<file path="src/rtl/miner_pkg.sv">
// miner_pkg
// Shared definitions for the miner datapath: message, nonce and digest
// widths plus the state encoding used by the nonce search controller.
package miner_pkg;

    localparam int MSG_W   = 440;
    localparam int NONCE_W = 32;
    localparam int HASH_W  = 256;

    typedef enum logic [2:0] {
        IDLE,
        LOAD,
        START,
        WAIT,
        COMPARE,
        FOUND,
        EXHAUSTED,
        ERROR
    } searchState_t;

endpackage

</file>
<file path="src/rtl/hash_target_compare.sv">
// hash_target_compare
// Purely combinational unsigned strict less-than between a digest and the
// search target. The parent registers the result in its COMPARE state, so
// this block can later be pipelined without touching the controller FSM.
// Ports:
//   hashVal   - digest under test
//   targetVal - success threshold
//   isLess    - 1 when hashVal < targetVal (unsigned, strict)
module hash_target_compare #(
    parameter int HASH_W = miner_pkg::HASH_W
) (
    input  logic [HASH_W-1:0] hashVal,
    input  logic [HASH_W-1:0] targetVal,
    output logic              isLess
);

    assign isLess = (hashVal < targetVal);

endmodule

</file>
<file path="src/rtl/nonce_search_controller.sv">
// nonce_search_controller
// Loops the one-shot SHA block over a nonce range. For each nonce it
// presents {prefix, nonce}, pulses beginComputation, waits for the digest,
// and compares it with the target. Stops on a winning digest, on reaching
// the last nonce, or when the SHA block fails to answer in time.
// Ports:
//   clk, n_rst            - clock, asynchronous active-low reset
//   start, abort          - search request / unconditional return to IDLE
//   headerPrefix, nonceStart, nonceEnd, target - search job, latched on start
//   inputMsg, beginComputation                 - to the SHA block
//   computationComplete, SHAoutput             - from the SHA block
//   busy, found, exhausted, timeoutErr         - status levels
//   goldenNonce, goldenHash, hashCount         - results
module nonce_search_controller #(
    parameter int          MSG_W        = miner_pkg::MSG_W,
    parameter int          NONCE_W      = miner_pkg::NONCE_W,
    parameter int          HASH_W       = miner_pkg::HASH_W,
    parameter int unsigned WAIT_TIMEOUT = 1023
) (
    input  logic                     clk,
    input  logic                     n_rst,
    input  logic                     start,
    input  logic                     abort,
    input  logic [MSG_W-NONCE_W-1:0] headerPrefix,
    input  logic [NONCE_W-1:0]       nonceStart,
    input  logic [NONCE_W-1:0]       nonceEnd,
    input  logic [HASH_W-1:0]        target,
    output logic [MSG_W-1:0]         inputMsg,
    output logic                     beginComputation,
    input  logic                     computationComplete,
    input  logic [HASH_W-1:0]        SHAoutput,
    output logic                     busy,
    output logic                     found,
    output logic                     exhausted,
    output logic                     timeoutErr,
    output logic [NONCE_W-1:0]       goldenNonce,
    output logic [HASH_W-1:0]        goldenHash,
    output logic [NONCE_W-1:0]       hashCount
);

    import miner_pkg::*;

    // Counter is one value wider than the timeout so it never wraps before
    // the limit is hit; WAIT_TIMEOUT = 0 leaves it free-running and unused.
    localparam int                CNT_W        = $clog2(WAIT_TIMEOUT + 2);
    localparam logic [CNT_W-1:0] TIMEOUT_LAST = CNT_W'(WAIT_TIMEOUT - 1);

    searchState_t               state;
    logic [MSG_W-NONCE_W-1:0]   prefixReg;
    logic [NONCE_W-1:0]         nonceReg;
    logic [NONCE_W-1:0]         nonceEndReg;
    logic [HASH_W-1:0]          targetReg;
    logic [HASH_W-1:0]          hashReg;
    logic [CNT_W-1:0]           waitCnt;
    logic                       hashLess;

    assign inputMsg = {prefixReg, nonceReg};

    hash_target_compare #(.HASH_W(HASH_W)) uCompare (
        .hashVal   (hashReg),
        .targetVal (targetReg),
        .isLess    (hashLess)
    );

    // Search FSM with all outputs registered. beginComputation is set on
    // the LOAD->START transition so it is high for exactly the START cycle.
    // abort outranks every other transition but keeps the golden results
    // and hashCount so the host can still read them afterwards.
    always_ff @(posedge clk or negedge n_rst) begin
        if (!n_rst) begin
            state            <= IDLE;
            prefixReg        <= '0;
            nonceReg         <= '0;
            nonceEndReg      <= '0;
            targetReg        <= '0;
            hashReg          <= '0;
            waitCnt          <= '0;
            beginComputation <= 1'b0;
            busy             <= 1'b0;
            found            <= 1'b0;
            exhausted        <= 1'b0;
            timeoutErr       <= 1'b0;
            goldenNonce      <= '0;
            goldenHash       <= '0;
            hashCount        <= '0;
        end else if (abort) begin
            state            <= IDLE;
            beginComputation <= 1'b0;
            busy             <= 1'b0;
            found            <= 1'b0;
            exhausted        <= 1'b0;
            timeoutErr       <= 1'b0;
        end else begin
            beginComputation <= 1'b0;
            case (state)
                IDLE, FOUND, EXHAUSTED, ERROR: begin
                    if (start) begin
                        prefixReg   <= headerPrefix;
                        nonceReg    <= nonceStart;
                        nonceEndReg <= nonceEnd;
                        targetReg   <= target;
                        hashCount   <= '0;
                        found       <= 1'b0;
                        exhausted   <= 1'b0;
                        timeoutErr  <= 1'b0;
                        goldenNonce <= '0;
                        goldenHash  <= '0;
                        busy        <= 1'b1;
                        state       <= LOAD;
                    end
                end
                LOAD: begin
                    beginComputation <= 1'b1;
                    state            <= START;
                end
                START: begin
                    waitCnt <= '0;
                    state   <= WAIT;
                end
                WAIT: begin
                    if (computationComplete) begin
                        hashReg <= SHAoutput;
                        state   <= COMPARE;
                    end else begin
                        waitCnt <= waitCnt + 1'b1;
                        if ((WAIT_TIMEOUT != 0) && (waitCnt == TIMEOUT_LAST)) begin
                            timeoutErr <= 1'b1;
                            busy       <= 1'b0;
                            state      <= ERROR;
                        end
                    end
                end
                COMPARE: begin
                    if (hashCount != '1) begin
                        hashCount <= hashCount + 1'b1;
                    end
                    if (hashLess) begin
                        goldenNonce <= nonceReg;
                        goldenHash  <= hashReg;
                        found       <= 1'b1;
                        busy        <= 1'b0;
                        state       <= FOUND;
                    end else if (nonceReg == nonceEndReg) begin
                        exhausted <= 1'b1;
                        busy      <= 1'b0;
                        state     <= EXHAUSTED;
                    end else begin
                        // Plain modulo increment lets a range wrap through
                        // all-ones back to zero.
                        nonceReg <= nonceReg + 1'b1;
                        state    <= LOAD;
                    end
                end
                default: state <= IDLE;
            endcase
        end
    end

endmodule
</file>
<file path="config.mk">
export PLATFORM = sky130hd
export DESIGN_NAME = nonce_search_controller
export DESIGN_NICKNAME = d
export VERILOG_FILES = /design/src/rtl/miner_pkg.sv /design/src/rtl/hash_target_compare.sv /design/src/rtl/nonce_search_controller.sv
export SDC_FILE = /design/constraint.sdc
export NUM_CORES = 2
export LEC_CHECK = 0
export BUFFER_PORTS_ARGS = -buffer_cell sky130_fd_sc_hd__clkbuf_2
export CORE_AREA = 2 2 680 682
export DETAILED_ROUTE_END_ITERATION = 8
export DIE_AREA = 0 0 682 684
export RECOVER_POWER = 25
export SLEW_MARGIN = 30
export SYNTH_ARGS = -nofsm -noshare
export SYNTH_HDL_FRONTEND = slang
export SYNTH_HIERARCHICAL = 1
export SYNTH_SLANG_ARGS = --single-unit
</file>
<file path="constraint.sdc">
create_clock -name clk -period 5.8 [get_ports clk]
set_input_delay 0 -clock clk [delete_from_list [all_inputs] [get_ports clk]]
set_output_delay 0 -clock clk [all_outputs]
set_load 0.005 [all_outputs]
</file>
# Word level (Yosys, flattened, before mapping)
# Index checks and enable logic that the tools add are counted.
# Widths: inputs -> output; s select.
[totals]
ff_bits = 1323
inputBits = 989
output_inout_bits = 765
[op_classes]
addsub = 3
magnitude_cmp = 1
n_eq_ne = 24
n_mux = 42
bitwise = 1
reduce_logical = 18
[op_table]
columns = ["op", "n"]
rows = [
  ["$mux 256", 2],
  ["$pmux 256 s2", 1],
  ["$lt 256x256->1", 1],
  ["$mux 32", 6],
  ["$pmux 32 s2", 3],
  ["$add 32x1->32 const B", 2],
  ["$eq 32x32->1", 1],
  ["$ne 32x32->1 const B", 1],
  ["$pmux 11 s2", 1],
  ["$mux 3", 6],
  ["$ne 3x3->1 const B", 6],
  ["$mux 1", 17],
  ["$reduce_and 4->1", 4],
  ["$pmux 3 s5", 1],
  ["$eq 3x3->1 const B", 4],
  ["$ne 2x2->1 const B", 6],
  ["$reduce_and 3->1", 4],
  ["$add 11x1->11 const B", 1],
  ["$eq 11x10->1 const B", 1],
  ["$mux 11", 1],
  ["$reduce_and 5->1", 2],
  ["$ne 4x4->1 const B", 2],
  ["$eq 3x2->1 const B", 2],
  ["$pmux 1 s2", 3],
  ["9 further kinds", 11],
]

# Longest topological paths before layout
[logic_depth]
ltp_word = 5
ltp_mapped = 16

# Cells and area by module
# The synthesis kept the hierarchy.
[modules_own_cells]
columns = ["module", "n_inst", "cells_each", "area_per_inst_um2", "seq_area_each_um2"]
rows = [
  ["nonce_search_controller", 1, 5359, 52150.0, 33106.8],
  ["hash_target_compare", 1, 899, 6443.7, 0.0],
]

# Worst setup path after synthesis
# No wires, ideal clock.
[synth_path]
path_type = "register to register"
startpoint = "register hashReg[203]"
endpoint = "register nonceReg[13]"
setup_ns = 0.129
arrival_ns = 3.293
required_ns = 5.671
slack_ns = 2.378
stages_incl_launch_ff = 16
path_buffers = 1
path_cell_list = "dfrtp_1 -> ha_1 -> a21oi_2 -> o21ai_1 -> a221o_1 -> o311a_1 -> a211oi_2 -> o2111ai_1 -> a2111o_1 -> nor2_1 -> inv_1 -> nand2_4 -> a21oi_2 -> buf_2 -> a311oi_1 -> a21oi_1"
[synth_via]
elab_chain_cells = 3
[synth_lines]
columns = ["item", "line_no", "text"]
rows = [
  ["start, declared", "nonce_search_controller.sv:53", "logic [HASH_W-1:0] hashReg;"],
  ["start signal, assigned", "nonce_search_controller.sv:122", "hashReg <= SHAoutput;"],
  ["$lt 256x256->1", "hash_target_compare.sv:17", "assign isLess = (hashVal < targetVal);"],
  ["named net hashLess", "nonce_search_controller.sv:55", "logic hashLess;"],
  ["$ne 2x2->1 (no source line)", "n/a", ""],
  ["$reduce_and 5->1 (no source line)", "n/a", ""],
  ["end signal, assigned", "nonce_search_controller.sv:99", "nonceReg <= nonceStart;"],
  ["end signal, assigned", "nonce_search_controller.sv:150", "nonceReg <= nonceReg + 1'b1;"],
  ["end, declared", "nonce_search_controller.sv:50", "logic [NONCE_W-1:0] nonceReg;"],
]
# The timed path passes the listed nets, and every way through them passes these cells.
# A chain may end at the register's enable or synchronous reset.

# Worst setup path in the final report
[layout_path]
startpoint = "register hashReg[204]"
endpoint = "register nonceReg[27]"
# The elaborated chain is that of the path after synthesis.

==> summary.md <==
• finished, violations left — result of the run
• max-capacitance violations, max-slew violations — violations in the final reports
• 180900 µm — met2 routed WL
• 44.04% — Net Sw Frac
• 52 — max-slew violation total from the final report
• 456.3 nW/µm² — cell area power density
• 0.45 ns — minimum setup slack among reg-to-reg paths
• 9.363 µm² — mean instance size in the synthesized netlist
• 1754 — I/O Pins
• 58590 µm² — combined area of all synthesized cells
• 62320 — number of vias after detailed routing
• 24.8% — relative contribution of the clock network to total power
• 56030 µm — metal3 WL
• 27.33 µm — WL/cell
• 0 ns — Setup Total Neg Slack
• 0.04510 ns — final-layout worst hold slack
• 0.07 ns — clock slew at the register clock pins of the worst setup and hold paths
• 6.57 ns — required time at the endpoint of the critical path
• 6258 — number of cells produced by synthesis
• input pin to flip-flop — class of the tightest hold or removal check
• 362600 µm — Detail Placement HPWL
• 48.67 nW — standby leakage power
• 0.04600 W — overall power after layout
• 466500 µm² — DIE AREA
• 684 µm — height of the die
• 458900 µm² — core area
• 21 — Critical Path Fanout Max
• 5.345 ns — min cycle time layout
• 0 — global route total overflow
• 0.02574 W — total internal power
• nonceEnd[26] — worst hold start
• nonceReg[27] — Crit Reg-Reg Endpoint
• flip-flop — endpoint class of the critical path
• flip-flop — Setup crit start kind
• 0 — number of antenna-violating nets in the routed design
• 282 — number of antenna violations at the first check in global routing
• 1323 — synthesis-stage register bit count
• 21.97% — utilization after layout
• 50130 — fill cell count
• 1753 — number of port buffers
• 3 — max cap viols
• 0.9435 — weighted congestion at the end of routability-driven global placement
• 13930 — placed insts
• sky130_fd_sc_hd__clkbuf_16 — root buffer cell
• 12.77% — initial core utilization
• sky130_fd_sc_hd__dfrtp_1 — Post-synth top flop
• 1323 — number of sinks handled by clock tree synthesis
• 9 — detailed-router iteration count before antenna repair
• 62320 — vias in the first global route
• 0.90 ns — clock latency reported for the late side of the worst-skew pair
• 4 — Clock H-tree levels
• 0.02026 W — net switching power
• 36.0% — part of the power in registers
• sky130_fd_sc_hd__nand2_1 — most common cell after layout, fill and taps aside
• no — RSZ-0062 raised after global routing
• 6 — warnings from Yosys
• hashReg[204] — Reg2Reg Launch Point
• 2779 x sky130_fd_sc_hd__nand2_1, 1997 x sky130_fd_sc_hd__dlygate4sd3_1, 1722 x sky130_fd_sc_hd__clkbuf_2 — leading cell types in the layout, fill and taps excluded
• 3.881 ns — transition at the pin with the smallest max-transition slack
• 16390 — fin cells
• 11210 — fin nets
• 249 — number of placement rows
• 187.1 MHz — maximum clock frequency
• 0 — post-CTS sizing
• 277.3 µV — maximum vdd drop
• 198 — largest net degree at the start of global routing
• 39.1% — portion of total power attributed to combinational logic
• -158.8% — worst-case headroom to the max-slew limit
• 0 — number of failing setup endpoints in the final timing report
• 4 — Clock Path Buffers
• 5156 — number of design-rule violations left by the first detailed-router iteration
• 0 — number of enable flip-flop cells after synthesis
• 0 — DRC errors left
• 0 — final hold violation count
• 448000 µm — total length of routed wires
• 682 µm — horizontal extent of the die
• 3.801 — via/cell ratio
• 16 — reg2reg path depth
• 580500 µm — first-pass GRT wire length
• 100.0% — Async S/R FF share, synth
• 174 — Num CTS Buffers
• 92.16% — Final Cycle Share
• 6.12 ns — Data arrival, critical path
• 182700 µm — Met1 Routed Length
• 56.50% — register area share after synthesis
• built — clock tree from TritonCTS
• 85 — Netlist cell types
• 18.52% — GRT Total Usage
• met5 — DR top layer
• 0.07127 ns — largest clock skew in the final design
• 4 — hold depth
• 7506 — Synth Net Count
• 23.49% — share of cells above drive strength 1
• nonceEndReg[26] — hold-critical path endpoint
• flip-flop to flip-flop — startpoint-to-endpoint class of the critical path
• 72.06% — layout-stage area growth over the synthesis result
[how the worst max path moves through the flow]
| stage | startpoint | endpoint | slack (ns) | depth (start not counted) |
|---|---|---|---|---|
| floorplan | hashReg[203] | nonceReg[13] | 2.38 | 15 |
| CTS | hashReg[201] | nonceReg[27] | 0.12 | 16 |
| detailed placement | hashReg[201] | nonceReg[27] | -0.63 | 15 |
| global placement | hashReg[201] | nonceReg[22] | -0.57 | 15 |
| finish | hashReg[204] | nonceReg[27] | 0.45 | 16 |
| global route | hashReg[204] | nonceReg[22] | 0.04 | 16 |
[timing repair]
item                                   in CTS  in global routing
hold buffers                             1998                  0
setup endpoints to repair                 322                  0
buffers inserted                            1                  0
endpoints found under the hold margin    1756                  0
[per-layer routing]
layer  vias up  track usage (%)
met5         -                0
met4       154            9.418
met3       937            9.113
met2      2936            26.51
met1     30420            22.76
li1      27870                -
[per-stage QoR]
| step | area (µm²) | setup WS, ns |
|---|---|---|
| after floorplan | 58590 | 2.378 |
| after global placement | 74620 | -0.5725 |
| after detailed placement | 74640 | -0.6267 |
| after CTS | 100500 | 0.1163 |
| after global routing | 100700 | 0.04122 |
| final | 100800 | 0.4547 |
[flip-flops by register name, indices dropped and copies added (netlist names)]
| signal | count |
|---|---|
| goldenNonce | 32 |
| nonceReg | 32 |
| state | 3 |
| busy | 1 |
| timeoutErr | 1 |
| waitCnt | 11 |
| nonceEndReg | 32 |
| found | 1 |
| beginComputation | 1 |
| hashReg | 256 |
| targetReg | 256 |
| prefixReg | 408 |
| goldenHash | 256 |
| hashCount | 32 |
| exhausted | 1 |
[power by group through the flow]
stage	combinational (W)	sequential (W)	clock, W
after CTS	0.0180	0.0165	0.0118
after global routing	0.0198	0.0169	0.0121
final	0.0180	0.0166	0.0114
after detailed placement	0.0165	0.0166	0
after global placement	0.0163	0.0165	0
after floorplan	0.00767	0.0148	0
[area by class of cell]
type                            count  area [µm²]  area share, %
Inverter                          271        1017          1.009
Multi-Input combinational cell   4343       22980          22.79
Clock inverter                     76       978.4         0.9705
Timing Repair Buffer             3846       29800          29.56
Antenna cell                      148       370.4         0.3674
Sequential cell                  1323       33110          32.84
Tap cell                         6149        7694          7.631
Clock buffer                      238        4876          4.836
[cell families (layout without fill, tap and decap cells)]
logic type	after synthesis	after routing	synth area share [%]
xor+xnor	52	52	0.7773
compound gates	634	634	6.404
fa+ha+maj	259	259	5.531
mux	259	259	4.971
other cells	0	148	0
simple gates	3139	3139	21.45
flops	1323	1323	56.50
buf+inv	592	4431	4.363
[worst max-delay path: stages (launching register included)]
cell	delay (ns)
sky130_fd_sc_hd__dfrtp_1	0.43
sky130_fd_sc_hd__ha_1	0.31
sky130_fd_sc_hd__nand4_1	0.33
sky130_fd_sc_hd__nor4_1	0.94
sky130_fd_sc_hd__nand4_1	0.16
sky130_fd_sc_hd__buf_4	0.24
sky130_fd_sc_hd__nor2_1	0.18
sky130_fd_sc_hd__and4b_1	0.31
sky130_fd_sc_hd__nand3_1	0.12
sky130_fd_sc_hd__a2111oi_0	0.48
sky130_fd_sc_hd__nor2_1	0.24
sky130_fd_sc_hd__inv_1	0.35
sky130_fd_sc_hd__nand2_4	0.17
sky130_fd_sc_hd__a21oi_2	0.17
sky130_fd_sc_hd__buf_4	0.27
sky130_fd_sc_hd__nand3_1	0.15
sky130_fd_sc_hd__a32o_1	0.29
[Yosys cell counts (44+ instances only)]
cell	count	area [µm²]
sky130_fd_sc_hd__buf_2	135	675.7
sky130_fd_sc_hd__dfrtp_1	1323	33110
sky130_fd_sc_hd__xnor2_1	44	385.4
sky130_fd_sc_hd__o21ai_0	354	1772
sky130_fd_sc_hd__nand4_1	78	488.0
sky130_fd_sc_hd__mux2_2	256	2883
sky130_fd_sc_hd__inv_1	271	1017
sky130_fd_sc_hd__nand3_1	54	270.3
sky130_fd_sc_hd__nand2_1	2779	10430
sky130_fd_sc_hd__a21oi_1	93	465.5
sky130_fd_sc_hd__ha_1	259	3241
sky130_fd_sc_hd__nor2_1	83	311.6
sky130_fd_sc_hd__clkbuf_1	132	495.5
Power figures use the tool's default switching activity.
